### src/rtl/frame_minmax8_pkg.sv
// frame_minmax8_pkg
//   Shared definitions for the frame min/max statistics stage:
//   - IDX_W_DEF : default width of the sample-index fields
//   - state_t   : frame FSM encoding (2'd3 is unused and recovers to IDLE)
package frame_minmax8_pkg;

    localparam int IDX_W_DEF = 4;

    typedef enum logic [1:0] {
        IDLE  = 2'd0,
        ACCUM = 2'd1,
        DONE  = 2'd2
    } state_t;

endpackage

### src/rtl/frame_minmax8_cmp8bit.sv
// cmp8bit
//   Unsigned 8-bit magnitude comparator. Bit 0 is the MSB.
//   Ports:
//     a, b     : operands [0:7]
//     ahigher  : a > b
//     alower   : a < b
//     asame    : a == b
//   Exactly one flag is high for any operand pair.
module cmp8bit (
    input  logic [0:7] a,
    input  logic [0:7] b,
    output logic       ahigher,
    output logic       alower,
    output logic       asame
);

    // [0:7] keeps bit 0 as the leftmost (most significant) bit, so the
    // relational operators give the intended unsigned ordering directly.
    assign ahigher = (a > b);
    assign alower  = (a < b);
    assign asame   = (a == b);

endmodule

### src/rtl/frame_minmax8.sv
// frame_minmax8
//   Streaming frame statistics: tracks max/min (first-occurrence index),
//   sample count and overflow over a frame delimited by in_last, then
//   presents the result on a valid/ready port.
//   Ports:
//     clk, rst_n         : clock, asynchronous active-low reset
//     in_valid/in_ready  : sample handshake
//     in_data [0:7]      : unsigned sample, bit 0 = MSB
//     in_last            : final sample of the frame (qualified by in_valid)
//     out_valid/out_ready: result handshake
//     out_max, out_min   : frame extremes, bit 0 = MSB
//     out_max_idx/_min_idx: first-occurrence indices (all-ones past capacity)
//     out_count          : samples in frame, saturating at 2**IDX_W
//     out_ovf            : frame exceeded 2**IDX_W samples
module frame_minmax8
    import frame_minmax8_pkg::*;
#(
    parameter int IDX_W = IDX_W_DEF
) (
    input  logic             clk,
    input  logic             rst_n,
    input  logic             in_valid,
    output logic             in_ready,
    input  logic [0:7]       in_data,
    input  logic             in_last,
    output logic             out_valid,
    input  logic             out_ready,
    output logic [0:7]       out_max,
    output logic [0:7]       out_min,
    output logic [IDX_W-1:0] out_max_idx,
    output logic [IDX_W-1:0] out_min_idx,
    output logic [IDX_W:0]   out_count,
    output logic             out_ovf
);

    localparam logic [IDX_W:0] CAP = {1'b1, {IDX_W{1'b0}}};
    localparam logic [IDX_W:0] ONE = {{IDX_W{1'b0}}, 1'b1};

    state_t           r_state, w_state_nxt;
    logic [0:7]       r_max, r_min, w_max_nxt, w_min_nxt;
    logic [IDX_W-1:0] r_max_idx, r_min_idx, w_max_idx_nxt, w_min_idx_nxt;
    logic [IDX_W:0]   r_count, w_count_nxt;
    logic             r_ovf, w_ovf_nxt;

    logic [0:7]       r_out_max, r_out_min;
    logic [IDX_W-1:0] r_out_max_idx, r_out_min_idx;
    logic [IDX_W:0]   r_out_count;
    logic             r_out_ovf;

    logic             w_in_ready, w_accept, w_load_out;
    logic             w_max_hi, w_max_lo, w_max_same;
    logic             w_min_hi, w_min_lo, w_min_same;
    logic             w_upd_max, w_upd_min;
    logic [IDX_W-1:0] w_idx;

    cmp8bit u_cmp_max (
        .a       (in_data),
        .b       (r_max),
        .ahigher (w_max_hi),
        .alower  (w_max_lo),
        .asame   (w_max_same)
    );

    cmp8bit u_cmp_min (
        .a       (in_data),
        .b       (r_min),
        .ahigher (w_min_hi),
        .alower  (w_min_lo),
        .asame   (w_min_same)
    );

    // Only a clean one-hot result updates, so ties keep the first occurrence.
    assign w_upd_max = w_max_hi & ~w_max_lo & ~w_max_same;
    assign w_upd_min = w_min_lo & ~w_min_hi & ~w_min_same;

    assign w_in_ready = (r_state == IDLE) || (r_state == ACCUM);
    assign w_accept   = in_valid && w_in_ready;
    assign w_load_out = w_accept && in_last;

    // r_count equals the number of beats already taken until it saturates;
    // from then on every beat is past capacity and records all-ones.
    assign w_idx = (r_count == CAP) ? {IDX_W{1'b1}} : r_count[IDX_W-1:0];

    always_comb begin
        w_state_nxt   = r_state;
        w_max_nxt     = r_max;
        w_min_nxt     = r_min;
        w_max_idx_nxt = r_max_idx;
        w_min_idx_nxt = r_min_idx;
        w_count_nxt   = r_count;
        w_ovf_nxt     = r_ovf;
        case (r_state)
            IDLE: begin
                if (w_accept) begin
                    w_max_nxt     = in_data;
                    w_min_nxt     = in_data;
                    w_max_idx_nxt = '0;
                    w_min_idx_nxt = '0;
                    w_count_nxt   = ONE;
                    w_ovf_nxt     = 1'b0;
                    w_state_nxt   = in_last ? DONE : ACCUM;
                end
            end
            ACCUM: begin
                if (w_accept) begin
                    if (w_upd_max) begin
                        w_max_nxt     = in_data;
                        w_max_idx_nxt = w_idx;
                    end
                    if (w_upd_min) begin
                        w_min_nxt     = in_data;
                        w_min_idx_nxt = w_idx;
                    end
                    if (r_count == CAP) begin
                        w_ovf_nxt = 1'b1;
                    end else begin
                        w_count_nxt = r_count + ONE;
                    end
                    if (in_last) begin
                        w_state_nxt = DONE;
                    end
                end
            end
            DONE: begin
                if (out_ready) begin
                    w_state_nxt = IDLE;
                end
            end
            default: w_state_nxt = IDLE;
        endcase
    end

    always_ff @(posedge clk or negedge rst_n) begin
        if (!rst_n) begin
            r_state <= IDLE;
        end else begin
            r_state <= w_state_nxt;
        end
    end

    always_ff @(posedge clk or negedge rst_n) begin
        if (!rst_n) begin
            r_max         <= '0;
            r_min         <= '0;
            r_max_idx     <= '0;
            r_min_idx     <= '0;
            r_count       <= '0;
            r_ovf         <= 1'b0;
            r_out_max     <= '0;
            r_out_min     <= '0;
            r_out_max_idx <= '0;
            r_out_min_idx <= '0;
            r_out_count   <= '0;
            r_out_ovf     <= 1'b0;
        end else begin
            r_max     <= w_max_nxt;
            r_min     <= w_min_nxt;
            r_max_idx <= w_max_idx_nxt;
            r_min_idx <= w_min_idx_nxt;
            r_count   <= w_count_nxt;
            r_ovf     <= w_ovf_nxt;
            // Result registers capture the final beat's updated values on
            // the way into DONE and then hold until the next frame ends.
            if (w_load_out) begin
                r_out_max     <= w_max_nxt;
                r_out_min     <= w_min_nxt;
                r_out_max_idx <= w_max_idx_nxt;
                r_out_min_idx <= w_min_idx_nxt;
                r_out_count   <= w_count_nxt;
                r_out_ovf     <= w_ovf_nxt;
            end
        end
    end

    assign in_ready    = w_in_ready;
    assign out_valid   = (r_state == DONE);
    assign out_max     = r_out_max;
    assign out_min     = r_out_min;
    assign out_max_idx = r_out_max_idx;
    assign out_min_idx = r_out_min_idx;
    assign out_count   = r_out_count;
    assign out_ovf     = r_out_ovf;

endmodule

### config.mk
export PLATFORM = sky130hd
export DESIGN_NAME = frame_minmax8
export DESIGN_NICKNAME = d
export VERILOG_FILES = /design/src/rtl/frame_minmax8_pkg.sv /design/src/rtl/frame_minmax8_cmp8bit.sv /design/src/rtl/frame_minmax8.sv
export SDC_FILE = /design/constraint.sdc
export NUM_CORES = 1
export LEC_CHECK = 0
export BUFFER_PORTS_ARGS = -buffer_cell sky130_fd_sc_hd__clkbuf_2
export CAP_MARGIN = 10
export CORE_ASPECT_RATIO = 0.9
export CORE_MARGIN = 2
export CORE_UTILIZATION = 51
export CTS_CLUSTER_DIAMETER = 40
export DETAILED_ROUTE_END_ITERATION = 12
export GPL_TIMING_DRIVEN = 0
export PLACE_DENSITY = 0.79
export SLEW_MARGIN = 20
export SYNTH_ARGS = -nofsm -noshare
export SYNTH_HDL_FRONTEND = slang
export SYNTH_HIERARCHICAL = 1
export SYNTH_SLANG_ARGS = --single-unit
export TNS_END_PERCENT = 20
### constraint.sdc
create_clock -name clk -period 2.9 [get_ports clk]
set_clock_uncertainty 0.2 [all_clocks]
set_input_delay 0.145 -clock clk [delete_from_list [all_inputs] [get_ports clk]]
set_output_delay 0.145 -clock clk [all_outputs]
set_load 0.02 [all_outputs]
Word level (Yosys, flattened, before mapping)
Cells that the tools add are included.
- memory bits (writable): 0
- logic and storage cells: 71
- bits of input ports: 13
- bits in registers: 62
- memories: 0
- output and inout port bits: 32
- latch bits: 0
- memory bits (read-only): 0
- bitwise logic cells: 8
- $add $sub $neg: 1
- multiplexer cells: 31
- equal/unequal tests: 9
- shifts and indexed selects: 0
- reductions and logical operators: 5
- div/mod/pow operators: 0
- multipliers: 0
- order comparisons: 4
- operators with widths (operator ; number):
    two-way mux 8 bit ; 6
    case mux 8 bit (2 select lines) ; 2
    two-way mux 4 bit ; 7
    equality test 8 bit ; 2
    greater-than comparator 8 bit ; 2
    < comparator 8 bit ; 2
    case mux 4 bit (2 select lines) ; 2
    two-way mux 5 bit ; 3
    two-way mux 2 bit ; 5
    case mux 5 bit (2 select lines) ; 1
    inequality test 2 bit, second input constant ; 3
    case mux 2 bit (3 select lines) ; 1
    adder 5 x 1 -> 5 bit, second input constant ; 1
    equality test 5 bit, second input constant ; 1
    AND 1 bit ; 4
    NOT 1 bit ; 4
    AND reduction 4 bit ; 1
    two-way mux 1 bit ; 3
    equality test 2 x 1 -> 1 bit, second input constant ; 1
    equality test 2 bit, second input constant ; 1
    logical AND 1 bit ; 2
    logical NOT 2 bit ; 1
    inequality test 2 x 1 -> 1 bit, second input constant ; 1
    case mux 1 bit (2 select lines) ; 1
    logical OR 1 bit ; 1

Logic depth before layout (Yosys ltp)
- depth in word-level cells: 7
- depth in mapped cells: 11
- mapped depth without buffers: 9

Cells and area by module
Netlist, hierarchy kept.
- by module, submodules not included (module ; seq. area each (um^2) ; area an instance (um^2) ; cells an instance ; instances):
    frame_minmax8 ; 1551.5 ; 2912.8 ; 270 ; 1
    cmp8bit ; 0.0 ; 225.2 ; 29 ; 2

Worst setup path after synthesis
Ideal clock, no wire load.
- path type: reg-to-reg
- from: reg r_min[6] (netlist name)
- to: reg r_min[1] (netlist name)
- buffers on the path: 2
- data arrival time: 2295 ps
- clock period less this slack: 2620 ps
- setup slack: 280 ps
- setup time: 125 ps
- required time: 2575 ps
- cell stages (with the launch flop): 12
- path through: dfrtp_1 > inv_1 > ha_1 > nor2b_4 > o211ai_2 > a21oi_2 > o21ba_1 > or3b_1 > buf_6 > a21oi_4 > buf_8 > mux2_4
- cells in the longest elaborated chain, start to end: 7
- elaborated cells on any way between the ends: 10
- classes of those cells: 2 x order compare; 1 x eq/ne; 3 x mux; 4 x bitwise
- RTL lines (what ; RTL line ; RTL):
    from (decl) ; frame_minmax8.sv:40 ; logic [0:7] r_max, r_min, w_max_nxt, w_min_nxt;
    from (signal assigned) ; frame_minmax8.sv:157 ; r_min <= w_min_nxt;
    greater-than comparator 8 bit ; frame_minmax8_cmp8bit.sv:19 ; assign ahigher = (a > b);
    named net w_min_hi ; frame_minmax8.sv:52 ; logic w_min_hi, w_min_lo, w_min_same;
    NOT 1 bit ; frame_minmax8.sv:74 ; assign w_upd_min = w_min_lo & ~w_min_hi & ~w_min_same;
    AND 1 bit (2 in a row) ; frame_minmax8.sv:74 ;
    two-way mux 8 bit ; frame_minmax8.sv:110 ; if (w_upd_min) begin
    two-way mux 8 bit ; frame_minmax8.sv:105 ; if (w_accept) begin
    case mux 8 bit (2 select lines) ; frame_minmax8.sv:92 ; case (r_state)
    named net w_min_nxt (one bit) ; frame_minmax8.sv:40 ;
The timed path passes the listed nets, and every way through them passes these cells.
A chain may end at the register's enable or synchronous reset.

Worst setup path in the final report
- from: in in_data[2] (netlist name)
- to: reg r_min[6] (netlist name)
- cells in the longest elaborated chain, start to end: 7
- elaborated cells on any way between the ends: 10
- classes of those cells: 2 x order compare; 1 x eq/ne; 3 x mux; 4 x bitwise
- RTL lines (what ; RTL line ; RTL):
    from (decl) ; frame_minmax8.sv:24 ; input logic [0:7] in_data,
    greater-than comparator 8 bit ; frame_minmax8_cmp8bit.sv:19 ;
    named net w_min_hi ; frame_minmax8.sv:52 ;
    NOT 1 bit ; frame_minmax8.sv:74 ;
    AND 1 bit (2 in a row) ; frame_minmax8.sv:74 ;
    two-way mux 8 bit ; frame_minmax8.sv:110 ;
    two-way mux 8 bit ; frame_minmax8.sv:105 ;
    case mux 8 bit (2 select lines) ; frame_minmax8.sv:92 ;
    named net w_min_nxt (one bit) ; frame_minmax8.sv:40 ;
The timed path passes the listed nets, and every way through them passes these cells.

==> impl_results.md <==
* Status: finished clean
* Top Usage Layer GRT: met2
* Total wire length at 7.78 mm
* Area growth, synth to finish at 20.3%
* Max Transition Viols Final at 0
* Peak supply drop at 0.276 mV
* GR Util All Layers at roughly 23%
* Synthesized area at 3360 µm²
* Relative slew margins at approximately 62%
* Hold Slack at about 100 ps
* Post-DP Area at 3720 µm²
* CP Data Required Time at 2920 ps
* Total die area at 7260 µm²
* FF+latch count, synth at 62
* Max FO, Critical Path at 7
* Vias in the first global route at 2506
* Clock transition at the registers of the reported paths at 60 ps
* Min-delay worst type: input pin to async pin
* Ratio of cells with drive above 1 in the final layout at between 20% and 30%
* Die width at roughly 90 µm
* Main synth FF type: dfrtp_1
* CTS Sinks at 62
* Max-cap violations at 0
* Tightest Pin Transition at 566 ps
* Mapped Avg Cell Area at 10.3 µm²
* Antenna violations before repair at 0
* Die Height at 81.0 µm
* Synth warn at 6
* Post-synth EDFFs at 0
* CTS Buffer Depth at 2
* # H-tree levels at 3
* Fin crit share at between 90% and 100%
* Final #Nets at 430
* Placed cell count at 463
* Flop2flop setup slack at 90 ps
* Root Driver: clkbuf_8
* Final core utilization at 62.4%
* Pleak at about 0.0019 µW
* Placer Congestion at 0.882
* PortBufs at 44
* Antenna diode count at 0
* Initial core utilization at 51.9%
* I/O pin total at 45
* Row cnt at 28
* Largest net degree at the start of global routing at 36
* TritonRoute pass-1 iters at 5
* Hpwl dp at 5.66 mm
* Drt wl/cell at roughly 16 µm
* Worst skew pair latency at 340 ps
* CTS buffer count at 9
* Max Freq at 0.353 GHz
* R2R depth at 11
* Post-synthesis sequential area ratio at 46.1%
* Pwr/cell area at roughly 800 nW/µm²
* FILL cells at between 500 and 600
* Fin. Hold Viols at 0
* CTS tree: yes
* Critical path startpoint category: input pin
* CP Capture Type: flop
* Post-Synthesis Cells at 328
* Asr flop ratio synth at 100%
* DRC at 0
* Initial drt markers at 223
* Via count at around 2.7k
* Final setup fails at 0
* Met2 Use GR at ~33%
* R2R Path End: r_min[6]$_DFF_PN0_
* Post-DRT Antenna Nets at 0
* Worst R2R Start: r_min[6]$_DFF_PN0_
* Yosys cell types at 42
* Met1 Use GR at 33.2%
* Non-filler cells, final at between 400 and 500
* Minimum clock period at ~2800 ps
* Crit path arrival time at 2850 ps
* Vias per inst at 5.57
* GRT overflow at 0
* Final Instance Area at 4050 µm²
* Syn_nets at between 300 and 400
* Critical Setup Path Class: input pin to flop
* First-pass GRT wire length at about 13 mm
* CORE AREA at 6480 µm²
* M3 GR Usage at 6.40%
-- critical path: stages --
cell	delay, ps
dlygate4sd3_1	530
clkbuf_2	170
ha_1	340
a21oi_1	130
o21ai_0	130
o21ba_1	210
or3b_1	390
buf_6	150
a21oi_4	180
buf_8	170
mux2_4	300
-- placed cells by master, fill, tap and decap left out, types with 4 or more instances in the layout --
cell	n
a31oi_1	9
o211ai_1	22
buf_4	4
and3b_1	4
a21oi_1	14
nand2_1	36
inv_1	28
clkbuf_1	8
nand3_1	5
buf_2	8
dlygate4sd3_1	12
clkbuf_2	43
mux2_2	6
dfrtp_1	62
o21ai_0	16
clkbuf_8	12
nor2_1	16
nor3b_1	4
nand4_1	18
mux2_4	12
ha_1	18
-- layout make-up --
class	instances	area (µm²)	area share (%)
Inverter	28	105	2.60
Sequential cell	62	1550	38.4
Clock buffer	13	169	4.18
Timing Repair Buffer	59	380	9.40
Multi-Input combinational cell	215	1580	39.1
Clock inverter	1	5.00	0.124
Buffer	23	139	3.43
Tap cell	90	113	2.78
-- registers in the layout (all words and copies together), names as in the netlist --
name / flops
r_state: 2
r_min_idx: 4
r_count: 5
out_max: 8
out_max_idx: 4
r_min: 8
r_max: 8
r_max_idx: 4
r_ovf: 1
out_min_idx: 4
out_min: 8
out_ovf: 1
out_count: 5
-- routing by layer --
metal / part of all wire (%) / routed length [µm] / vias to the layer above
met5: 0 / 0 / -
met4: 1.7 / 135 / 0
met3: 6.3 / 493 / 11
met2: 45 / 3530 / 112
met1: 47 / 3620 / 1305
li1: - / - / 1309
-- report_power, final --
group,internal (µW),leakage [µW],switching [µW],total (µW)
clock network,369,0.0000914,309,678
logic,585,0.00104,780,1360
registers,1110,0.000773,176,1290
-- cells by family after synthesis --
group | Yosys count | synth area share, %
adders and majority gates | 19 | 7.07
AOI/OAI and AO/OA | 76 | 15.5
DFF | 62 | 46.1
xor gates and xnor gates | 2 | 0.521
and+or+nand+nor | 100 | 16.1
muxes | 18 | 7.37
buffers and inverters | 51 | 7.25
-- through the flow --
step | TNS, ps | power (µW) | setup slack (ps)
5_1_grt | -69.7 | 3550 | -21.2
2_1_floorplan | 0 | 2240 | 280
3_5_place_dp | 0 | 2620 | 78.1
3_3_place_gp | 0 | 2570 | 153
4_1_cts | 0 | 3310 | 11.0
6_report | 0 | 3330 | 69.9
-- worst max-delay path by stage --
stage                               endpoint               start  slack (ps)  depth (start not counted)
after detailed placement  r_min[1]$_DFF_PN0_  r_min[6]$_DFF_PN0_          80                         11
after CTS                 r_min[6]$_DFF_PN0_          in_data[0]          10                         11
after floorplan           r_min[1]$_DFF_PN0_  r_min[6]$_DFF_PN0_         280                         11
after global routing      r_max[3]$_DFF_PN0_          in_data[7]         -20                         13
after global placement    r_min[7]$_DFF_PN0_  r_min[6]$_DFF_PN0_         150                         11
final                     r_min[6]$_DFF_PN0_          in_data[2]          70                         11
-- cells in the mapped netlist, types with 2 or more instances --
master / instances / area [µm²]
dfrtp_1: 62 / 1550
nand2_1: 36 / 135
inv_1: 28 / 105
o211ai_1: 22 / 165
ha_1: 19 / 238
nand4_1: 18 / 113
nor2_1: 17 / 63.8
o21ai_0: 17 / 85.1
a21oi_1: 14 / 70.1
mux2_4: 12 / 180
a31oi_1: 9 / 56.3
buf_2: 8 / 40.0
clkbuf_1: 7 / 26.3
mux2_2: 6 / 67.6
nand3_1: 5 / 25.0
and3b_1: 4 / 35.0
nor3b_1: 4 / 30.0
a21oi_2: 2 / 17.5
a21oi_4: 2 / 32.5
and2_1: 2 / 12.5
buf_1: 2 / 7.51
buf_6: 2 / 22.5
buf_8: 2 / 30.0
nand3b_1: 2 / 15.0
nand4_2: 2 / 25.0
nor2b_1: 2 / 12.5
nor2b_4: 2 / 27.5
o211ai_2: 2 / 25.0
o21ba_1: 2 / 20.0
or3_1: 2 / 12.5
or3b_1: 2 / 17.5
xor2_1: 2 / 17.5
-- timing repair --
item                                    CTS  global route
endpoints found under the hold margin    96             0
endpoints found under the setup margin    0            13
setup buffers                             0             2
gates resized for setup                   0             5
hold buffers                             12             0
Note: power is estimated with default switching activity, not from simulation.
